[config.mk]
export PLATFORM = sky130hd
export DESIGN_NAME = fetch_sequencer
export DESIGN_NICKNAME = d
export VERILOG_FILES = /design/src/rtl/fetch_sequencer.sv
export SDC_FILE = /design/constraint.sdc
export NUM_CORES = 1
export LEC_CHECK = 0
export BUFFER_PORTS_ARGS = -buffer_cell sky130_fd_sc_hd__buf_2
export CORE_ASPECT_RATIO = 1.4
export CORE_MARGIN = 8
export CORE_UTILIZATION = 53
export DETAILED_ROUTE_END_ITERATION = 16
export PLACE_DENSITY = 0.76
export SYNTH_ARGS = -nofsm -noshare
export SYNTH_HDL_FRONTEND = slang
export SYNTH_SLANG_ARGS = --single-unit
[constraint.sdc]
create_clock -name Clk -period 2.8 [get_ports Clk]
set_clock_uncertainty 0.05 [all_clocks]
set_input_delay 0.84 -clock Clk [delete_from_list [all_inputs] [get_ports Clk]]
set_output_delay 0.84 -clock Clk [all_outputs]
set_load 0.03 [all_outputs]
[src/rtl/fetch_sequencer.sv]
// ---------------------------------------------------------------------------
// fetch_sequencer
//   Program counter / fetch unit. Holds the PC that addresses the instruction
//   ROM and advances it every executed instruction. It resolves conditional
//   branches (absolute or PC-relative) against the ALU flags. It also runs a
//   Start/Done handshake with the host: load an entry address, execute until
//   the decoder flags the halt instruction, then report Done together with
//   the number of instructions retired.
//
// Ports
//   Clk              in   system clock, rising edge
//   Reset            in   asynchronous reset, active-low
//   Start            in   begin program at StartAddr (IDLE/DONE only)
//   StartAddr        in   program entry address [PC_W]
//   Hold             in   freeze PC and counter this cycle (RUN only)
//   ConditionalJump  in   current instruction is a branch
//   BranchAbsOrRel   in   0 = absolute target, 1 = PC-relative
//   BranchConditions in   00 always, 01 Zero=1, 10 Zero=0, 11 Neg=1
//   Ack              in   current instruction is the halt instruction
//   FlagZero         in   ALU zero flag
//   FlagNeg          in   ALU negative flag
//   TargetVal        in   branch target (absolute) or signed offset [8]
//   ProgCtr          out  instruction ROM address [PC_W]
//   Running          out  high while executing
//   Done             out  high after the halt instruction retired
//   InstrCount       out  instructions retired since last Start [CNT_W]
// ---------------------------------------------------------------------------
module fetch_sequencer #(
  parameter int PC_W  = 10,
  parameter int CNT_W = 16
) (
  input  logic             Clk,
  input  logic             Reset,
  input  logic             Start,
  input  logic [PC_W-1:0]  StartAddr,
  input  logic             Hold,
  input  logic             ConditionalJump,
  input  logic             BranchAbsOrRel,
  input  logic [1:0]       BranchConditions,
  input  logic             Ack,
  input  logic             FlagZero,
  input  logic             FlagNeg,
  input  logic [7:0]       TargetVal,
  output logic [PC_W-1:0]  ProgCtr,
  output logic             Running,
  output logic             Done,
  output logic [CNT_W-1:0] InstrCount
);

  typedef enum logic [1:0] {
    IDLE = 2'd0,
    RUN  = 2'd1,
    DONE = 2'd2
  } state_t;

  state_t           state_q, state_d;
  logic [PC_W-1:0]  pc_q, pc_d;
  logic [CNT_W-1:0] cnt_q, cnt_d;

  logic             condTrue;
  logic [PC_W-1:0]  absTarget;
  logic [PC_W-1:0]  relTarget;
  logic [CNT_W-1:0] cntInc;

  // Branch condition evaluation from the decoder's condition code.
  always_comb begin
    condTrue = 1'b0;
    case (BranchConditions)
      2'b00:   condTrue = 1'b1;
      2'b01:   condTrue = FlagZero;
      2'b10:   condTrue = ~FlagZero;
      default: condTrue = FlagNeg;
    endcase
  end

  // Absolute targets are zero-extended; relative offsets are sign-extended
  // so the add wraps naturally modulo 2^PC_W.
  assign absTarget = {{(PC_W-8){1'b0}}, TargetVal};
  assign relTarget = pc_q + {{(PC_W-8){TargetVal[7]}}, TargetVal};

  // Retired-instruction counter sticks at all-ones instead of wrapping.
  assign cntInc = (cnt_q == {CNT_W{1'b1}}) ? cnt_q : cnt_q + CNT_W'(1);

  // Next-state logic. In RUN the priority is Hold > Ack > branch > increment.
  always_comb begin
    state_d = state_q;
    pc_d    = pc_q;
    cnt_d   = cnt_q;
    case (state_q)
      RUN: begin
        if (!Hold) begin
          cnt_d = cntInc;
          if (Ack) begin
            state_d = DONE;
          end else if (ConditionalJump && condTrue) begin
            pc_d = BranchAbsOrRel ? relTarget : absTarget;
          end else begin
            pc_d = pc_q + PC_W'(1);
          end
        end
      end
      default: begin
        // IDLE and DONE both wait for Start and ignore all decoder inputs.
        if (Start) begin
          pc_d    = StartAddr;
          cnt_d   = '0;
          state_d = RUN;
        end
      end
    endcase
  end

  always_ff @(posedge Clk or negedge Reset) begin
    if (!Reset) begin
      state_q <= IDLE;
      pc_q    <= '0;
      cnt_q   <= '0;
    end else begin
      state_q <= state_d;
      pc_q    <= pc_d;
      cnt_q   <= cnt_d;
    end
  end

  assign ProgCtr    = pc_q;
  assign InstrCount = cnt_q;
  assign Running    = (state_q == RUN);
  assign Done       = (state_q == DONE);

endmodule

Word-level counts from Yosys, hierarchy flattened --
Index checks and enable logic that the tools add are counted.
Cells by class: $add $sub $neg 3, equality and inequality tests 9, muxes and demuxes 15, bitwise gates (word level) 1, reductions and logical operators 6
Operators by type and width (count):
- two-way mux 16 bit | 4
- two-way mux 10 bit | 6
- adder 16 x 1 -> 16 bit, second input constant | 1
- equality test 16 bit, second input constant | 1
- adder 10 x 1 -> 10 bit, second input constant | 1
- adder 10 bit | 1
- AND reduction 3 bit | 3
- two-way mux 2 bit | 4
- != test 2 bit, second input constant | 4
- equality test 2 x 1 -> 1 bit, second input constant | 2
- equality test 2 bit, second input constant | 2
- one-hot mux 1 bit (3 select lines) | 1
- logical NOT 2 bit | 1
- nonzero test 2 bit | 1
- logical AND 1 bit | 1
- inverter 1 bit | 1
Storage, ports and cells: register bits 28, input port bits 29, output and inout bits 28, word-level logic and storage cells 37

Logic depth before layout (Yosys ltp) --
Gate-level depths: netlist (run 1).
word-level depth 7, mapped depth 8, mapped depth without buffers 8

Worst setup path before layout (run 1) --
No wires, ideal clock.
kind in2reg, start input port TargetVal[0], end register pc_q[6], in the netlist ProgCtr[6], library setup time 0.136 ns, arrival time 2.320 ns, required time 2.614 ns, setup slack 0.294 ns, stages on the path 8, buffers on the path 0, cell sequence ha_1 -> fa_1 -> a211oi_1 -> o21bai_1 -> a21oi_1 -> xnor2_1 -> a211oi_1 -> o21ai_0
Between the ends: longest elaborated chain between the ends 6
RTL lines:
- from (decl) | line 43 | input logic [7:0] TargetVal,
- adder 10 bit | line 79 | assign relTarget = pc_q + {{(PC_W-8){TargetVal[7]}}, TargetVal};
- two-way mux 10 bit | line 96 | pc_d = BranchAbsOrRel ? relTarget : absTarget;
- two-way mux 10 bit | line 95 | end else if (ConditionalJump && condTrue) begin
- two-way mux 10 bit | line 93 | if (Ack) begin
- two-way mux 10 bit | line 91 | if (!Hold) begin
- two-way mux 10 bit | line 89 | case (state_q)
- to (signal assigned) | line 120 | pc_q <= pc_d;
- to (decl) | line 57 | logic [PC_W-1:0] pc_q, pc_d;
Every way passes these cells. The select of a mux whose other input is x is not followed. A chain may end at the register's enable or synchronous reset.

Final worst setup path (run 1) --
Same ends and word-level chain as after synthesis.

==> out/results.md, run 1 <==
- complete, no violations — run status
- 1 — count of buffering cells on the critical path with inverters included
- 0 — Pins Over Slew Limit
- 0 — yosys synthesis warning count
- 0 — number of design rule violations left after detail routing
- sky130_fd_sc_hd__dfrtp_1 — Post-synth top flop
- 0 — count of endpoints failing setup in the final report
- sky130_fd_sc_hd__buf_2 (56), sky130_fd_sc_hd__dfrtp_1 (28), sky130_fd_sc_hd__nor2_1 (21) — most used cells in the layout excluding fill and tap cells
- 339 — net total in the final layout
- 2130 um^2 — Post-Syn Area
- met2 — busiest layer in global routing
- 57 — number of I/O pins
- 0 ns — summed negative setup slack over all endpoints
- reg2reg — Tightest Hold Check Type
- 17.3% — GR Util met1
- 0.27 ns — Clock Latency Late Sink
- 760 nW/um^2 — Pwr Density
- sky130_fd_sc_hd__a211oi_1 — most repeated library cell on the critical path
- 0 — PostCTS Resize Cnt
- 0.42 ns — Crit path largest cell delay
- ProgCtr[0]$_DFFE_PN0P_ — RR Startpoint
- 47 — count of unique library cells instantiated by Yosys
- ProgCtr[6]$_DFFE_PN0P_ — FF-to-FF End
- 5.91 — vias per cell
- 0.466 ns — final worst hold slack
- 2149 — number of global-route vias before repair
- state_q[1]$_DFFE_PN0P_ — endpoint with the worst hold slack
- 0.000554 V — peak supply drop
- 284 — Synthesized Nets
- 56 — PortBufs
- 2 — buffer depth of the longest clock path
- sky130_fd_sc_hd__fa_1 — cell type of the slowest stage on the worst timing path
- 0.818 — final estimated routing congestion in global placement
- yes — clock tree from TritonCTS
- 0 — max-cap violations
- 1.19 nW — static leakage
- 64.3% — fraction of the core area covered by cells at the end of the flow
- 100% — ys async rst share
- 2009 — Via Count
- 4 — number of iterations in the first detailed-routing pass
- 2.59 ns — endpoint arrival time on the critical path
- 0 — antenna violation net count after detailed routing
- no — unrepaired setup endpoints after global routing
- 17.4% — synthesis-to-finish area growth
- 0.630 ns — worst slew pin tran
- 3.16% — met3 Use GR
- 401 MHz — highest clock frequency the design can meet
- 16.0 um — wire per inst
- 94 — Iter 0 DRT Violations
- 4330 um — final HPWL from detailed placement
- 17.0% — GRT Resource Usage Total
- 243 — number of instances in the synthesized netlist
- buf_2, ha_1, fa_1, a211oi_1, o21bai_1, a21oi_1, xnor2_1, a211oi_1, o21ai_0 — sequence of cells on the critical path
- 0 — total congestion overflow
- 33.0% — GR Layer Usage met2
- primary input — kind of start point of the critical path
- 8 — number of cells traversed by the worst register-to-register path
- 0 — hold violation count in the final report
- 28 — FF+latch count, synth
- 2.90 ns — worst path required time
- 9320 um — global-route wire length before repair
- 0 — number of buffers inserted by hold repair at cts
- 89.1% — period utilization
- 32.9% — post-synthesis sequential area ratio
- sky130_fd_sc_hd__buf_2 — leading cell type in the layout, fill and taps excluded
- compound AO/OA/AOI/OAI gates — family with the most delay on the worst path
- 69.5 um — overall die width
- 0.09 ns — clock-pin slew reported for the worst setup and hold paths after clock tree synthesis
- 8.75 um^2 — average footprint of a synthesized cell
- 0 — number of antenna violations at the first check in global routing
- 6330 um^2 — die outline area
- in2reg — crit path kind
- 28 — number of clock sinks
- 24.2% — fraction of final layout cells with drive strength greater than 1
- 2.49 ns — post-route minimum period
- 0 — number of diodes added for antenna fixing
- 0 — post-CTS repair timing setup buffer count
- 3 — CP Max Fanout
- 1 — maximum level of the CTS H-tree
- 0 — count of flip-flops with a built-in enable after synthesis
- 29 — pin count of the biggest net entering global routing
- 0.41 ns — setup slack of the worst register-to-register path
- 58.0% — max_slew headroom
- flop — Crit. End Element
- 3880 um^2 — area of the placeable core
- sky130_fd_sc_hd__clkbuf_8 — root cell of the clock tree
- 1 — Worst Hold Depth
- 54.8% — initial core utilization
- 3 — number of buffers inserted during clock tree synthesis
- 91.0 um — die height
- 5430 um — DRT Wirelength
- 27 — number of placement rows
- state_q[1]$_DFFE_PN0P_ — Hold Path Origin
## routing by layer
layer  up-vias  routed length [um]
met5         -                   0
met4         0                  63
met3         4                 263
met2        45                3000
met1       956                2110
li1       1004                   -
## report_power, final
part	total (mW)	internal (mW)	leakage [nW]	switching (mW)
registers	0.648	0.488	0.362	0.159
logic	1.00	0.414	0.798	0.588
clock network	0.248	0.126	0.0288	0.122
total	1.90	1.03	1.19	0.870
## cell type report
cell class                      count  area, um^2
Sequential cell                    28         701
Timing Repair Buffer               59         303
Clock buffer                        4        55.1
Tap cell                           43        53.8
Multi-Input combinational cell    204        1380
Fill cell                         360        1390
Inverter                            2        7.51
## flip-flops by register name (all words and copies together), names as in the netlist
name / count
InstrCount: 16
ProgCtr: 10
state_q: 2
## worst reg2reg max path: cells and delay by family (launching register included)
kind	cells	cell delay (ns)
adders and majority gates	2	0.69
xor gates and xnor gates	1	0.08
DFF	1	0.51
AOI/OAI and AO/OA	5	0.95
## per-stage QoR
step	std cells	cell area [um^2]	setup slack, ns	total power, mW
final	340	2500	0.305	1.90
after global routing	340	2500	0.146	2.05
after CTS	340	2500	0.284	1.91
after detailed placement	336	2440	-0.000618	1.66
after global placement	336	2440	0.0713	1.64
after floorplan	243	2130	0.294	1.37
## logic make-up (layout without fill, tap and decap cells)
| group | Yosys count | count (layout) | share of synthesized area (%) |
|---|---|---|---|
| compound gates | 62 | 62 | 18.5 |
| fa+ha+maj | 12 | 12 | 7.41 |
| xor+xnor | 25 | 25 | 10.3 |
| mux | 7 | 7 | 3.35 |
| buf+inv | 11 | 65 | 2.35 |
| simple gates | 98 | 98 | 25.2 |
| flops | 28 | 28 | 32.9 |
## synthesized netlist by cell type (7+ instances only)
| master | number | area share, % |
|---|---|---|
| sky130_fd_sc_hd__nand3_1 | 13 | 3.1 |
| sky130_fd_sc_hd__nand2_1 | 16 | 2.8 |
| sky130_fd_sc_hd__and3_1 | 8 | 2.4 |
| sky130_fd_sc_hd__xor2_1 | 13 | 5.4 |
| sky130_fd_sc_hd__a21oi_1 | 18 | 4.2 |
| sky130_fd_sc_hd__xnor2_1 | 12 | 4.9 |
| sky130_fd_sc_hd__ha_1 | 11 | 6.5 |
| sky130_fd_sc_hd__o21ai_0 | 15 | 3.5 |
| sky130_fd_sc_hd__nor2_1 | 21 | 3.7 |
| sky130_fd_sc_hd__clkbuf_1 | 7 | 1.2 |
| sky130_fd_sc_hd__nor3_1 | 8 | 1.9 |
| sky130_fd_sc_hd__dfrtp_1 | 28 | 33 |
## worst max-delay path by stage
stage / startpoint / cells after the start / to
5_1_grt: TargetVal[0] / 9 / ProgCtr[6]$_DFFE_PN0P_
3_3_place_gp: TargetVal[0] / 9 / ProgCtr[6]$_DFFE_PN0P_
3_5_place_dp: TargetVal[0] / 9 / ProgCtr[6]$_DFFE_PN0P_
6_report: TargetVal[0] / 9 / ProgCtr[6]$_DFFE_PN0P_
2_1_floorplan: TargetVal[0] / 8 / ProgCtr[6]$_DFFE_PN0P_
4_1_cts: TargetVal[0] / 9 / ProgCtr[6]$_DFFE_PN0P_
Note: power is estimated with default switching activity, not from simulation.
==> run 2, diff against run 1 <==
--- a/config.mk
+++ b/config.mk
@@ -11,6 +11,7 @@
 export CORE_UTILIZATION = 53
 export DETAILED_ROUTE_END_ITERATION = 16
 export PLACE_DENSITY = 0.76
+export RECOVER_POWER = 100
 export SYNTH_ARGS = -nofsm -noshare
 export SYNTH_HDL_FRONTEND = slang
 export SYNTH_SLANG_ARGS = --single-unit
==> out/results.md, run 2 (same netlist as run 1, synthesis figures left out) <==
- 0.125% — max_slew headroom
- flop — Crit. End Element
- 0 — number of design rule violations left after detail routing
- 5.92 — vias per cell
- 56 — PortBufs
- sky130_fd_sc_hd__clkbuf_1 (33), sky130_fd_sc_hd__dfrtp_1 (28), sky130_fd_sc_hd__buf_2 (24) — most used cells in the layout excluding fill and tap cells
- 339 — net total in the final layout
- 4330 um — final HPWL from detailed placement
- 16 — max reg flops
- 89 — Iter 0 DRT Violations
- 1.50 ns — worst slew pin tran
- compound AO/OA/AOI/OAI gates — family with the most delay on the worst path
- 0 — antenna violation net count after detailed routing
- 2014 — Via Count
- 29 — pin count of the biggest net entering global routing
- 27 — number of placement rows
- 3 — CP Max Fanout
- 701 um^2 — Seq. cell area
- 3 — number of buffers inserted during clock tree synthesis
- primary input — kind of start point of the critical path
- 5440 um — DRT Wirelength
- 0 — count of endpoints failing setup in the final report
- 57 — number of I/O pins
- 16.0 um — wire per inst
- sky130_fd_sc_hd__clkbuf_8 — root cell of the clock tree
- 0.42 ns — Crit path largest cell delay
- 54.8% — initial core utilization
- 28 — number of clock sinks
- in2reg — crit path kind
- 384 — fill count
- 9320 um — global-route wire length before repair
- 14.8% — synthesis-to-finish area growth
- 2.59 ns — endpoint arrival time on the critical path
- 2.49 ns — post-route minimum period
- sky130_fd_sc_hd__clkbuf_1 — leading cell type in the layout, fill and taps excluded
- 0 ns — summed negative setup slack over all endpoints
- 0.000544 V — peak supply drop
- 0 — PostCTS Resize Cnt
- 768 nW/um^2 — Pwr Density
- 0.463 ns — final worst hold slack
- 0.27 ns — Clock Latency Late Sink
- 1 — count of buffering cells on the critical path with inverters included
- 0 — total congestion overflow
- 3880 um^2 — area of the placeable core
- reg2reg — Tightest Hold Check Type
- 0.818 — final estimated routing congestion in global placement
- no — unrepaired setup endpoints after global routing
- 1 — maximum level of the CTS H-tree
- 2 — buffer depth of the longest clock path
- 69.5 um — overall die width
- 1 — max-cap violations
- 1370 um^2 — area of the multi-input gates
- yes — clock tree from TritonCTS
- sky130_fd_sc_hd__fa_1 — cell type of the slowest stage on the worst timing path
- 0 — post-CTS repair timing setup buffer count
- capacitance limit — failing checks
- 0 — number of antenna violations at the first check in global routing
- 0 — Pins Over Slew Limit
- 6330 um^2 — die outline area
- 2149 — number of global-route vias before repair
- 0 — hold violation count in the final report
- complete, but fails checks — run status
- 89.0% — period utilization
- 1.07 nW — static leakage
- 91.0 um — die height
- 0.09 ns — clock-pin slew reported for the worst setup and hold paths after clock tree synthesis
- 0 — number of buffers inserted by hold repair at cts
- sky130_fd_sc_hd__a211oi_1 — most repeated library cell on the critical path
- 4 — number of iterations in the first detailed-routing pass
- 401 MHz — highest clock frequency the design can meet
- buf_2, ha_1, fa_1, a211oi_1, o21bai_1, a21oi_1, xnor2_1, a211oi_1, o21ai_0 — sequence of cells on the critical path
- 17.0% — GRT Resource Usage Total
- 0 — number of diodes added for antenna fixing
- 12.5% — fraction of final layout cells with drive strength greater than 1
- 2.90 ns — worst path required time
==> run 2: cell count changes in the layout (fill, tap and decap cells not counted) <==
| cell | delta |
|---|---|
| sky130_fd_sc_hd__buf_2 | -32 |
| sky130_fd_sc_hd__buf_4 | -1 |
| sky130_fd_sc_hd__clkbuf_1 | +33 |
| sky130_fd_sc_hd__nand3_1 | +2 |
| sky130_fd_sc_hd__nand3_2 | -2 |
==> run 2: worst reg2reg max path, stage by stage, from the launching register on <==
cell,delay (ns)
sky130_fd_sc_hd__dfrtp_1,0.51
sky130_fd_sc_hd__ha_1,0.27
sky130_fd_sc_hd__fa_1,0.42
sky130_fd_sc_hd__a211oi_1,0.26
sky130_fd_sc_hd__o21bai_1,0.14
sky130_fd_sc_hd__a21oi_1,0.19
sky130_fd_sc_hd__xnor2_1,0.08
sky130_fd_sc_hd__a211oi_1,0.24
sky130_fd_sc_hd__o21ai_0,0.11
==> run 2: path summary, 6_finish.rpt <==
kind | start | to | slack (ns) | depth (start not counted)
max | TargetVal[0] | ProgCtr[6]$_DFFE_PN0P_ | 0.31 | 9
min | state_q[1]$_DFFE_PN0P_ | state_q[1]$_DFFE_PN0P_ | 0.46 | 1
max reg2reg | ProgCtr[0]$_DFFE_PN0P_ | ProgCtr[6]$_DFFE_PN0P_ | 0.42 | 8
min reg2reg | state_q[1]$_DFFE_PN0P_ | state_q[1]$_DFFE_PN0P_ | 0.46 | 1
max in group asynchronous | Reset | ProgCtr[7]$_DFFE_PN0P_ | 0.97 | 1
min in group asynchronous | Reset | InstrCount[6]$_DFFE_PN0P_ | 0.86 | 1
==> run 2: power by group <==
group,switching [mW],internal (mW),total [mW]
combinational,0.588,0.388,0.976
clock,0.122,0.126,0.248
sequential,0.163,0.488,0.651
==> run 2: stage by stage <==
step / utilization (%) / cells / setup slack [ns] / instance area, um^2 / power [mW]
floorplan: - / 243 / 0.294 / 2130 / 1.37
global placement: 62.8 / 336 / 0.0713 / 2440 / 1.64
detailed placement: 62.8 / 336 / -0.000618 / 2440 / 1.66
CTS: 64.3 / 340 / 0.284 / 2500 / 1.91
global route: 62.9 / 340 / 0.146 / 2440 / 2.02
finish: 62.9 / 340 / 0.307 / 2440 / 1.88
==> run 2: layout make-up <==
type                            count  area share, %
Timing Repair Buffer               59           10.6
Tap cell                           43           2.20
Inverter                            2          0.307
Clock buffer                        4           2.25
Sequential cell                    28           28.7
Multi-Input combinational cell    204           55.9
==> run 2: per-layer routing <==
metal / part of all wire (%) / routed length [um] / GRT usage (%)
met1: 40 / 2170 / 17.3
met5: 0 / 0 / 0
met2: 55 / 2970 / 33.0
met4: 1.2 / 63 / 6.17
met3: 4.3 / 235 / 3.16
